$ cat config.mk
export PLATFORM = sky130hd
export DESIGN_NAME = serial_chunk_adder_flat
export DESIGN_NICKNAME = d
export VERILOG_FILES = /design/src/rtl/serial_chunk_adder_pkg.sv /design/src/rtl/serial_chunk_adder_if.sv /design/src/rtl/chunk_adder.sv /design/src/rtl/full_adder.sv /design/src/rtl/serial_chunk_adder.sv /design/src/flat_wrapper.sv
export SDC_FILE = /design/constraint.sdc
export NUM_CORES = 1
export LEC_CHECK = 0
export CAP_MARGIN = 20
export CELL_PAD_IN_SITES_DETAIL_PLACEMENT = 0
export CELL_PAD_IN_SITES_GLOBAL_PLACEMENT = 1
export CORE_MARGIN = 3
export CORE_UTILIZATION = 38
export CTS_BUF_LIST = sky130_fd_sc_hd__clkbuf_16
export DETAILED_ROUTE_END_ITERATION = 16
export GPL_ROUTABILITY_DRIVEN = 0
export PLACE_DENSITY_LB_ADDON = 0.2
export SYNTH_ARGS = -nofsm -noshare
export SYNTH_HDL_FRONTEND = slang
export SYNTH_SLANG_ARGS = --single-unit
export TNS_END_PERCENT = 1
$ cat constraint.sdc
create_clock -name clk -period 3.8 [get_ports clk]
set_input_delay 0.76 -clock clk [delete_from_list [all_inputs] [get_ports clk]]
set_output_delay 0.76 -clock clk [all_outputs]
set_load 0.01 [all_outputs]
$ cat src/rtl/serial_chunk_adder_pkg.sv
// serial_chunk_adder_pkg
// Shared definitions for the digit-serial adder.
// It holds the FSM state encoding and the helper that sizes the chunk counter.
package serial_chunk_adder_pkg;

    typedef enum logic [1:0] {
        IDLE = 2'd0,
        RUN  = 2'd1,
        DONE = 2'd2
    } state_t;

    // Chunk counter width. It is at least one bit, so a single-chunk
    // configuration still has a legal counter register.
    function automatic int cnt_width(input int width, input int chunk);
        int n;
        n = width / chunk;
        return (n <= 1) ? 1 : $clog2(n);
    endfunction

endpackage

$ cat src/rtl/serial_chunk_adder_if.sv
// serial_chunk_adder_if
// Operand and result bus with valid/ready handshakes on both sides.
//   master : drives A, B, C_in, Sub, In_valid, Out_ready
//   slave  : drives In_ready, Sum, C_out, Overflow, Out_valid
interface serial_chunk_adder_if #(
    parameter int WIDTH = 16
);
    logic [WIDTH-1:0] A;
    logic [WIDTH-1:0] B;
    logic             C_in;
    logic             Sub;
    logic             In_valid;
    logic             In_ready;
    logic [WIDTH-1:0] Sum;
    logic             C_out;
    logic             Overflow;
    logic             Out_valid;
    logic             Out_ready;

    modport master (
        output A, B, C_in, Sub, In_valid, Out_ready,
        input  In_ready, Sum, C_out, Overflow, Out_valid
    );

    modport slave (
        input  A, B, C_in, Sub, In_valid, Out_ready,
        output In_ready, Sum, C_out, Overflow, Out_valid
    );
endinterface

$ cat src/rtl/chunk_adder.sv
// chunk_adder
// Combinational CHUNK-bit ripple adder built from full_adder cells.
//   a_i, b_i, cin_i : chunk operands and carry-in
//   sum_o           : chunk sum
//   cout_o          : carry out of the chunk MSB
//   cmsb_o          : carry into the chunk MSB, used for signed overflow
module chunk_adder #(
    parameter int CHUNK = 4
) (
    input  logic [CHUNK-1:0] a_i,
    input  logic [CHUNK-1:0] b_i,
    input  logic             cin_i,
    output logic [CHUNK-1:0] sum_o,
    output logic             cout_o,
    output logic             cmsb_o
);
    logic [CHUNK:0] c;

    assign c[0] = cin_i;

    for (genvar i = 0; i < CHUNK; i++) begin : g_fa
        full_adder u_fa (
            .a_i    (a_i[i]),
            .b_i    (b_i[i]),
            .cin_i  (c[i]),
            .sum_o  (sum_o[i]),
            .cout_o (c[i+1])
        );
    end

    assign cout_o = c[CHUNK];
    assign cmsb_o = c[CHUNK-1];
endmodule

$ cat src/rtl/full_adder.sv
// full_adder
// Single-bit full adder cell.
//   a_i, b_i, cin_i : addends and carry-in
//   sum_o, cout_o   : sum bit and carry-out
module full_adder (
    input  logic a_i,
    input  logic b_i,
    input  logic cin_i,
    output logic sum_o,
    output logic cout_o
);
    assign sum_o  = a_i ^ b_i ^ cin_i;
    assign cout_o = (a_i & b_i) | (cin_i & (a_i ^ b_i));
endmodule

$ cat src/rtl/serial_chunk_adder.sv
// serial_chunk_adder
// Digit-serial adder/subtractor. It processes CHUNK bits per cycle, starting
// with the LSB chunk, through one shared ripple stage.
//   clk, rst : clock and synchronous active-high reset
//   bus      : slave side of serial_chunk_adder_if (operands in, result out)
// Subtraction is A + ~B + ~C_in, so C_out=1 means "no borrow".
module serial_chunk_adder
    import serial_chunk_adder_pkg::*;
#(
    parameter int WIDTH = 16,
    parameter int CHUNK = 4
) (
    input  logic                clk,
    input  logic                rst,
    serial_chunk_adder_if.slave bus
);
    localparam int N  = WIDTH / CHUNK;
    localparam int CW = cnt_width(WIDTH, CHUNK);
    localparam logic [CW-1:0] LAST = CW'(N - 1);

    if ((WIDTH % CHUNK) != 0 || CHUNK < 1 || CHUNK > WIDTH) begin : g_bad_cfg
        $error("serial_chunk_adder: WIDTH must be a positive multiple of CHUNK");
    end

    state_t           state_q, state_d;
    logic [CW-1:0]    cnt_q, cnt_d;
    logic [WIDTH-1:0] a_q, a_d;
    logic [WIDTH-1:0] b_q, b_d;     // B already inverted for subtract
    logic             carry_q, carry_d;
    logic [WIDTH-1:0] sum_q, sum_d;
    logic             cout_q, cout_d;
    logic             ovf_q, ovf_d;

    logic [31:0]      base;
    logic [CHUNK-1:0] ch_sum;
    logic             ch_cout, ch_cmsb;

    assign base = 32'(cnt_q) * 32'(CHUNK);

    chunk_adder #(.CHUNK(CHUNK)) u_chunk (
        .a_i    (a_q[base +: CHUNK]),
        .b_i    (b_q[base +: CHUNK]),
        .cin_i  (carry_q),
        .sum_o  (ch_sum),
        .cout_o (ch_cout),
        .cmsb_o (ch_cmsb)
    );

    // In_ready is held low during reset, so that no transfer is implied.
    assign bus.In_ready  = (state_q == IDLE) && !rst;
    assign bus.Out_valid = (state_q == DONE);
    assign bus.Sum       = sum_q;
    assign bus.C_out     = cout_q;
    assign bus.Overflow  = ovf_q;

    always_comb begin
        state_d = state_q;
        cnt_d   = cnt_q;
        a_d     = a_q;
        b_d     = b_q;
        carry_d = carry_q;
        sum_d   = sum_q;
        cout_d  = cout_q;
        ovf_d   = ovf_q;
        unique case (state_q)
            IDLE: begin
                if (bus.In_valid && bus.In_ready) begin
                    a_d     = bus.A;
                    b_d     = bus.Sub ? ~bus.B : bus.B;
                    carry_d = bus.Sub ? ~bus.C_in : bus.C_in;
                    cnt_d   = '0;
                    state_d = RUN;
                end
            end
            RUN: begin
                sum_d[base +: CHUNK] = ch_sum;
                carry_d              = ch_cout;
                if (cnt_q == LAST) begin
                    cout_d  = ch_cout;
                    ovf_d   = ch_cmsb ^ ch_cout;
                    state_d = DONE;
                end else begin
                    cnt_d = cnt_q + CW'(1);
                end
            end
            DONE: begin
                if (bus.Out_ready) state_d = IDLE;
            end
            default: state_d = IDLE;
        endcase
    end

    always_ff @(posedge clk) begin
        if (rst) begin
            state_q <= IDLE;
            cnt_q   <= '0;
            a_q     <= '0;
            b_q     <= '0;
            carry_q <= 1'b0;
            sum_q   <= '0;
            cout_q  <= 1'b0;
            ovf_q   <= 1'b0;
        end else begin
            state_q <= state_d;
            cnt_q   <= cnt_d;
            a_q     <= a_d;
            b_q     <= b_d;
            carry_q <= carry_d;
            sum_q   <= sum_d;
            cout_q  <= cout_d;
            ovf_q   <= ovf_d;
        end
    end
endmodule
$ cat src/flat_wrapper.sv
// flat-port wrapper written by rule: the top's interface ports become plain ports
module serial_chunk_adder_flat import serial_chunk_adder_pkg::*;
#(
    parameter int WIDTH = 16,
    parameter int CHUNK = 4
)
  (clk, rst, bus_A, bus_B, bus_C_in, bus_Sub, bus_In_valid, bus_Out_ready, bus_In_ready, bus_Sum, bus_C_out, bus_Overflow, bus_Out_valid);
  serial_chunk_adder_if #(.WIDTH(WIDTH)) bus_i ();
  input  logic clk;
  input  logic rst;
  input wire logic [$bits(bus_i.A)-1:0] bus_A;
  input wire logic [$bits(bus_i.B)-1:0] bus_B;
  input wire logic [$bits(bus_i.C_in)-1:0] bus_C_in;
  input wire logic [$bits(bus_i.Sub)-1:0] bus_Sub;
  input wire logic [$bits(bus_i.In_valid)-1:0] bus_In_valid;
  input wire logic [$bits(bus_i.Out_ready)-1:0] bus_Out_ready;
  output wire logic [$bits(bus_i.In_ready)-1:0] bus_In_ready;
  output wire logic [$bits(bus_i.Sum)-1:0] bus_Sum;
  output wire logic [$bits(bus_i.C_out)-1:0] bus_C_out;
  output wire logic [$bits(bus_i.Overflow)-1:0] bus_Overflow;
  output wire logic [$bits(bus_i.Out_valid)-1:0] bus_Out_valid;
  assign bus_i.A = bus_A;
  assign bus_i.B = bus_B;
  assign bus_i.C_in = bus_C_in;
  assign bus_i.Sub = bus_Sub;
  assign bus_i.In_valid = bus_In_valid;
  assign bus_i.Out_ready = bus_Out_ready;
  assign bus_In_ready = bus_i.In_ready;
  assign bus_Sum = bus_i.Sum;
  assign bus_C_out = bus_i.C_out;
  assign bus_Overflow = bus_i.Overflow;
  assign bus_Out_valid = bus_i.Out_valid;
  serial_chunk_adder #(.WIDTH(WIDTH), .CHUNK(CHUNK)) u_core (.clk(clk), .rst(rst), .bus(bus_i));
endmodule
* Word-level counts from Yosys, hierarchy flattened *
Index checks and enable logic that the tools add are counted.

storage, ports and cells
  input bits = 38
  output and inout port bits = 20
  register bits = 55

cells by class
  equality and inequality tests = 7
  bitwise operators = 23
  reduce and logical (&&, ||, !) cells = 10
  add/sub/neg operators = 2
  shifts and indexed selects = 4
  multiplexer cells = 12

operators with widths
  operator                   number
  $neg A4 Y34                1
  $shift A4 B34 Y16 const A  1
  $shiftx A4 B34 Y16         1
  $shiftx A16 B5 Y4          2
  $bwmux W16                 1
  $mux W16                   1
  $not A16 Y16               1
  $mux W2                    5
  $xor A1 B1 Y1              9
  $and A1 B1 Y1              8
  $ne A2 B2 Y1 const B       3
  $pmux W2 S3                1
  $reduce_and A2 Y1          3
  $reduce_and A3 Y1          2
  $eq A2 B2 Y1 const B       2
  $or A1 B1 Y1               4
  $pmux W2 S2                1
  $add A2 B1 Y2 const B      1
  $eq A2 B1 Y1 const B       1
  $logic_and A1 B1 Y1        2
  $logic_not A2 Y1           1
  $mux W1                    2
  $ne A2 B1 Y1 const B       1
  $pmux W1 S2                1
  other kinds (3)            3

* Longest topological paths before layout *
Gate-level depths: netlist of run 1.

  depth after elaboration = 11
  mapped depth = 13

* Hierarchy *
A second synthesis of run 1 with hierarchy kept.

second synthesis, totals
  cells, all modules = 270
  area, all modules = 2585.0 um^2

by module, submodules not included
  module              sequential area each (um^2)  cells each  times used  area each (um^2)
  serial_chunk_adder  1101.1                       266         1           2504.9
  full_adder          0.0                          1           4           20.0

* Worst setup path after synthesis of run 1 *
No wires, ideal clock.

  path kind = reg2reg
  start point = reg u_core.cnt_q[0]
  end point = reg u_core.sum_q[6], in the netlist u_core.bus.Sum[6]
  stages on the path, launching flop included = 9
  buffers on the path = 2
  data arrival time = 2.859 ns
  slack = 0.870 ns
  path through = dfxtp_1 -> clkbuf_2 -> buf_2 -> mux4_2 -> fa_1 -> inv_1 -> fa_1 -> or4_1 -> a21oi_1

between the ends
  word-level cells in the longest chain between the ends = 11
  elaborated cells between the ends (all ways) = 23
  those cells by class = add/sub: 1; shift: 4; mux: 1; bitwise: 17

RTL lines
  element                               line                                                text
  from (decl)                           serial_chunk_adder.sv:26                            logic [CW-1:0] cnt_q, cnt_d;
  from (signal assigned)                serial_chunk_adder.sv:105                           cnt_q <= cnt_d;
  $shiftx A16 B5 Y4 (on tied branches)  serial_chunk_adder.sv:41, serial_chunk_adder.sv:42
  $xor A1 B1 Y1                         full_adder.sv:12, full_adder.sv:13
  $and A1 B1 Y1                         full_adder.sv:13                                    assign cout_o = (a_i & b_i) | (cin_i & (a_i ^ b_i));
  $or A1 B1 Y1                          full_adder.sv:13
  $and A1 B1 Y1                         full_adder.sv:13
  $or A1 B1 Y1                          full_adder.sv:13
  $and A1 B1 Y1                         full_adder.sv:13
  $or A1 B1 Y1                          full_adder.sv:13
  $xor A1 B1 Y1                         full_adder.sv:12                                    assign sum_o = a_i ^ b_i ^ cin_i;
  $shiftx A4 B34 Y16                    serial_chunk_adder.sv:76                            sum_d[base +: CHUNK] = ch_sum;
  $bwmux W16 (*)                        serial_chunk_adder.sv:76
  to (signal assigned)                  serial_chunk_adder.sv:109                           sum_q <= sum_d;
  to (decl)                             serial_chunk_adder.sv:30                            logic [WIDTH-1:0] sum_q, sum_d;

Every way passes the cells marked *; elsewhere a longest branch is shown, timed or not.
A chain may end at the register's enable or synchronous reset.

* Final worst setup path of run 1 *
Ends and elaborated chain as after synthesis.

==> metrics.md, run 1 <==
| Metric | Value |
|---|---|
| Slew Limit Headroom | `between 40 and 50%` |
| Setup_tns | `0 ps` |
| Total of max-cap violations | `0` |
| FP Rows | `29` |
| Hold-fix buffers, CTS | `0` |
| CP Capture Type | `flop` |
| Vias in the first global route | `1941` |
| TritonCTS clock tree | `done` |
| Post-synth EDFFs | `0` |
| Worst-path clk slew | `70 ps` |
| Sw frac | `24.3%` |
| # IOs | `58` |
| Worst Setup Start Kind | `flop` |
| Post-CTS Setup Inserts | `0` |
| Routed Antenna Nets | `0` |
| Post-Syn Instances | `280` |
| Leakage component of the power | `1.16 nW` |
| CTS Buf Count | `5` |
| Ys async rst share | `0%` |
| Comb pwr share | `15.3%` |
| Clock Path Buffers | `2` |
| Status | `finished, final reports clean` |
| # diodes | `0` |
| Vias per cell | `5.01` |
| Drt initial violations | `54` |
| Reg power frac | `49.9%` |
| Worst skew pair latency | `between 200 and 300 ps` |
| Worst Path Required | `4020 ps` |
| Initial antenna violation count | `0` |
| Syn nets | `328` |
| Synth warn | `0` |
| Post-route DRC | `0` |
| Layout cells sized above 1 | `6.40%` |
| Post-DP HPWL | `between 4 and 5 mm` |
| Pwr Density | `369 mW/mm2` |
| Max VDD drop | `0.178 mV` |
| First-pass GRT wire length | `9.23 mm` |
| DIE WIDTH | `between 80 and 90 um` |
| WP data arrival | `between 3000 and 4000 ps` |
| Clock network power share | `between 30% and 40%` |
| Setup Viol. Count Final | `0` |
| Leading cell type in the layout, fill and taps excluded | `clkdlybuf4s50_1` |
| IO buf count | `between 50 and 60` |
| Post-route clock period utilization | `80.1%` |
| Detailed Route WL | `5.48 mm` |
| Syn-to-layout area delta | `28.7%` |
| CTS resizes | `0` |
| Worst hold path type | `reg2reg` |
| Yosys cell types | `35` |
| Kind of critical path | `reg2reg` |
| CTS sink count | `55` |
| RSZ-0062 raised after global routing | `no` |
| Nets | `375` |
| Slew Viols, Final | `0` |
| Internal power | `938 uW` |
| Syn Area/Cell | `9.31 um2` |
| Fillers | `630` |
| Pin count of the biggest net entering global routing | `between 50 and 60` |
| Via count | `2031` |
| Synth Flop Type | `dfxtp_1` |
| Tightest Pin Transition | `891 ps` |
| Initial core utilization | `40.1%` |
| Post-Synthesis Cell Area | `0.00261 mm2` |
| Core Region | `0.00649 mm2` |
| Minimum clock period | `approximately 3000 ps` |
| H-tree depth | `2` |
| Die height | `88.8 um` |
| Crit-path max FO | `7` |
| Die ar. | `0.00789 mm2` |
| WL per Instance | `13.5 um` |
| Tot GR Track Use | `between 10% and 20%` |
| Setup Skew | `5.04 ps` |
| Final Hold Viols | `0` |
| Root Driver | `clkbuf_16` |
| Yosys reg bits | `55` |
| 1st-pass router iterations | `4` |
| Fmax | `329 MHz` |
| Most frequent cells in the layout | `clkdlybuf4s50_1 (56), dfxtp_1 (55), nand2_1 (42)` |
| Switching power | `about 300 uW` |
| Worst hold slack | `450 ps` |
| Grt ovf | `0` |
| Sequential area share after synthesis | `42.2%` |
==> routing by layer <==
metal	track usage, %	share of wire [%]	vias to the layer above	wire length, um
met5	0	0	-	0
met4	3.71	0.93	0	51
met3	4.19	3.6	5	200
met2	25.4	47	39	2580
met1	18.9	48	928	2650
li1	-	-	1059	-
==> path summary, 6_finish.rpt <==
kind	slack, ps	endpoint	depth (start not counted)	start
setup / recovery	760	u_core.bus.Sum[6]$_SDFFE_PP0P_	9	u_core.cnt_q[0]$_SDFFE_PP0P_
hold / removal	450	u_core.bus.Sum[5]$_SDFFE_PP0P_	2	u_core.bus.Sum[5]$_SDFFE_PP0P_
setup reg to reg	760	u_core.bus.Sum[6]$_SDFFE_PP0P_	9	u_core.cnt_q[0]$_SDFFE_PP0P_
hold reg to reg	450	u_core.bus.Sum[5]$_SDFFE_PP0P_	2	u_core.bus.Sum[5]$_SDFFE_PP0P_
==> flip-flops by register name, summed over array words and instances (netlist names) <==
name,count
u_core.a_q,16
u_core.b_q,16
u_core.bus.Sum,16
u_core.cnt_q,2
u_core.state_q,2
u_core.bus.C_out,1
u_core.bus.Overflow,1
u_core.carry_q,1
==> final cells by class <==
type                       instances  area, um2  area share, %
clock buffer                       5        125           3.73
clock inverter                     3       11.3          0.336
inverter                          15       56.3           1.68
multi-input combinational        189       1370           40.8
sequential                        55       1100           32.8
tap                               77       96.3           2.87
timing repair buffer              61        596           17.8
==> through the flow <==
stage / total power [mW] / area, um2 / setup slack [ps] / std cells / util, %
floorplan: 0.747 / 2610 / 870 / 280 / -
global placement: 0.823 / 3220 / 798 / 397 / 49.5
detailed placement: 0.825 / 3220 / 740 / 397 / 49.5
CTS: 1.26 / 3350 / 718 / 405 / 51.6
global route: 1.30 / 3350 / 558 / 405 / 51.6
finish: 1.24 / 3350 / 757 / 405 / 51.6
==> synthesized netlist by cell type, types with 3 or more instances <==
master / count / area (um2)
and3b_1: 4 / 35.0
nand3b_1: 5 / 37.5
nor2_1: 20 / 75.1
nand2_1: 42 / 158
mux4_2: 8 / 180
o32ai_1: 9 / 78.8
nand3_1: 3 / 15.0
clkbuf_1: 11 / 41.3
a211oi_1: 16 / 120
nand2b_1: 10 / 62.6
a21oi_1: 25 / 125
ha_1: 6 / 75.1
buf_2: 7 / 35.0
dfxtp_1: 55 / 1100
inv_1: 15 / 56.3
xnor2_1: 17 / 149
fa_1: 4 / 80.1
==> kinds of logic after synthesis <==
group	after synthesis	synth area share, %
mux	10	7.68
xor+xnor	18	6.05
compound gates	53	13.4
buf+inv	36	5.57
simple gates	98	19.1
fa+ha+maj	10	5.95
flops	55	42.2
==> worst max-delay path: stages, from the launching register on <==
cell,delay [ps]
dfxtp_1,560
mux4_2,550
inv_1,90
fa_1,170
inv_1,50
fa_1,350
inv_1,80
fa_1,460
or4_1,530
a21oi_1,140
==> power groups by stage <==
stage | clock network, mW | registers (mW) | logic (mW)
5_1_grt | 0.469 | 0.623 | 0.211
6_report | 0.430 | 0.619 | 0.190
3_3_place_gp | 0 | 0.633 | 0.190
4_1_cts | 0.445 | 0.619 | 0.193
3_5_place_dp | 0 | 0.632 | 0.192
2_1_floorplan | 0 | 0.624 | 0.124
No activity file was read; power rests on OpenSTA's default activity.
==> run 2, diff against run 1 <==
--- a/config.mk
+++ b/config.mk
@@ -9,7 +9,7 @@
 export CELL_PAD_IN_SITES_DETAIL_PLACEMENT = 0
 export CELL_PAD_IN_SITES_GLOBAL_PLACEMENT = 1
 export CORE_MARGIN = 3
-export CORE_UTILIZATION = 38
+export CORE_UTILIZATION = 34
 export CTS_BUF_LIST = sky130_fd_sc_hd__clkbuf_16
 export DETAILED_ROUTE_END_ITERATION = 16
 export GPL_ROUTABILITY_DRIVEN = 0
==> constraint.sdc (replaced) <==
create_clock -name clk -period 2.45 [get_ports clk]
set_input_delay 0.49 -clock clk [delete_from_list [all_inputs] [get_ports clk]]
set_output_delay 0.49 -clock clk [all_outputs]
set_load 0.01 [all_outputs]
==> metrics.md, run 2 (synthesized netlist as in run 1, its figures left out) <==
| Metric | Value |
|---|---|
| Fillers | `707 (+12%)` |
| Initial core utilization | `35.6% (-4.6 points)` |
| Crit path cell chain | `mux4_2 -> inv_2 -> fa_2 -> inv_2 -> fa_2 -> inv_2 -> fa_1 -> or4_4 -> a21oi_2` |
| Root Driver | `clkbuf_16` |
| Kind of critical path | `reg2reg` |
| Most frequent cells in the layout | `clkdlybuf4s50_1 (56), dfxtp_1 (54), nand2_1 (42)` |
| CP Capture Type | `flop` |
| WL per Instance | `13.1 um (-3.6%)` |
| Setup Viol. Count Final | `10 (+10)` |
| Most used cell, CP | `inv_2` |
| # diodes | `0 (unchanged)` |
| Post-route insts no fill | `435 (+7.4%)` |
| Worst Path Buf+Inv | `3 (unchanged)` |
| RSZ-0062 raised after global routing | `yes` |
| # IOs | `58 (unchanged)` |
| Worst skew pair latency | `290 ps (about the same)` |
| Slew Viols, Final | `0 (unchanged)` |
| Core Region | `0.00733 mm2 (+13%)` |
| Layout cells sized above 1 | `12.5% (+6.1 points)` |
| Post-route setup slack | `-233 ps (-991 ps)` |
| Leading cell type in the layout, fill and taps excluded | `clkdlybuf4s50_1` |
| WP data arrival | `2910 ps (-350 ps)` |
| Via count | `2088 (+2.8%)` |
| Drt initial violations | `23 (-57%)` |
| Setup Skew | `3.93 ps (-1.11 ps)` |
| Initial antenna violation count | `0 (unchanged)` |
| Minimum clock period | `2680 ps (-359 ps)` |
| Placed cell count | `427 (+7.6%)` |
| 1st-pass router iterations | `4 (unchanged)` |
| Fin util | `48.0% (-3.7 points)` |
| Post-DP HPWL | `4.33 mm (+8.1%)` |
| Grt ovf | `0 (unchanged)` |
| Vias per cell | `4.80 (-4.3%)` |
| Detailed Route WL | `5.68 mm (+3.6%)` |
| Nets | `383 (+2.1%)` |
| Worst hold path type | `reg2reg` |
| First-pass GRT wire length | `9.60 mm (+4.0%)` |
| Worst hold stages | `2 (unchanged)` |
| Worst reg-to-reg path cell count | `9 (unchanged)` |
| H-tree depth | `2 (unchanged)` |
| Setup_tns | `-1430 ps (-1430 ps)` |
| Vias in the first global route | `2051 (+5.7%)` |
| Crit-path max FO | `4 (-3)` |
| Status | `finished, violations left` |
| CTS Buf Count | `5 (unchanged)` |
| Stages on the worst setup path | `9 (unchanged)` |
| Tot GR Track Use | `14.0% (-1.1 points)` |
| Fmax | `373 MHz (+13%)` |
| Post-route clock period utilization | `110% (+29 points)` |
| Tightest Pin Transition | `511 ps (-381 ps)` |
| Slowest-stage cell, CP | `mux4_2` |
| Routed Antenna Nets | `0 (unchanged)` |
| Final Hold Viols | `0 (unchanged)` |
| Pwr Density | `586 mW/mm2 (+59%)` |
| Failing checks | `negative setup slack` |
| Worst-path clk slew | `70 ps (about the same)` |
| Slew Limit Headroom | `65.9% (+26 points)` |
| Die ar. | `0.00875 mm2 (+11%)` |
| Max VDD drop | `0.247 mV (+39%)` |
| Pin count of the biggest net entering global routing | `46 (-12%)` |
| Worst Path Required | `2680 ps (-1340 ps)` |
| Clock Path Buffers | `2 (unchanged)` |
| Worst Setup Start Kind | `flop` |
| Delay-heaviest family, CP | `adder cells` |
| Total of max-cap violations | `0 (unchanged)` |
| DIE WIDTH | `93.6 um (+5.3%)` |
| FP Rows | `31 (+6.9%)` |
| Syn-to-layout area delta | `34.9%` |
| TritonCTS clock tree | `done` |
| Die height | `93.6 um (+5.3%)` |
| Leakage component of the power | `1.21 nW (+4.6%)` |
| CP peak stage delay | `500 ps (-60 ps)` |
| Post-route DRC | `0 (unchanged)` |
| IO buf count | `57 (unchanged)` |
| CTS sink count | `55 (unchanged)` |
## run 2: cell count changes in the layout (fill, tap and decap cells not counted), sizes merged
cell / change
buf: +8
bufinv: +1
inv: -1
## run 2: routing by layer
metal,up-vias,wire [um],track usage [%]
met5,-,0,0
met4,0,52,3.25
met3,6,259,4.02
met2,36,2810,24.7
met1,963,2560,16.7
li1,1083,-,-
## run 2: layout make-up
type | instances | area (um2) | area share, %
clock inverters | 3 | 38.8 | 1.10
well taps | 99 | 124 | 3.52
repair buffers | 69 | 668 | 19.0
clock buffers | 5 | 125 | 3.56
multi-input cells | 189 | 1400 | 39.8
flip-flops and latches | 55 | 1100 | 31.4
inverters | 15 | 56.3 | 1.60
## run 2: worst min-delay path, stage by stage (launching register included)
cell and delay [ps]:
dfxtp_1 310, nand2_1 50, a21oi_1 50
## run 2: final timing paths
check | from | to | slack [ps]
setup reg to reg | u_core.cnt_q[0]$_SDFFE_PP0P_ | u_core.bus.Sum[6]$_SDFFE_PP0P_ | -230
hold reg to reg | u_core.bus.Sum[8]$_SDFFE_PP0P_ | u_core.bus.Sum[8]$_SDFFE_PP0P_ | 450
hold / removal | u_core.bus.Sum[8]$_SDFFE_PP0P_ | u_core.bus.Sum[8]$_SDFFE_PP0P_ | 450
setup / recovery | u_core.cnt_q[0]$_SDFFE_PP0P_ | u_core.bus.Sum[6]$_SDFFE_PP0P_ | -230
## run 2: metrics by stage
step | power [mW] | hold slack [ps] | setup slack, ps | instance area [um2]
2_1_floorplan | 1.17 | 433 | -281 | 2630
3_3_place_gp | 1.30 | 440 | -170 | 3320
3_5_place_dp | 1.30 | 446 | -226 | 3320
5_1_grt | 2.17 | 471 | -341 | 3520
4_1_cts | 2.09 | 456 | -234 | 3510
6_report | 2.06 | 453 | -233 | 3520
## run 2: what timing repair did
item / CTS / global route
buffers inserted: 0 / 0
pin swaps: 3 / 1
gates resized for setup: 6 / 2
hold buffers: 0 / 0
endpoints found under the setup margin: 11 / 11
## run 2: where the power goes
group          internal (mW)  leakage, nW  switching (mW)
Clock                  0.477       0.0812           0.308
Combinational          0.171        0.679           0.149
Sequential             0.931        0.449          0.0252
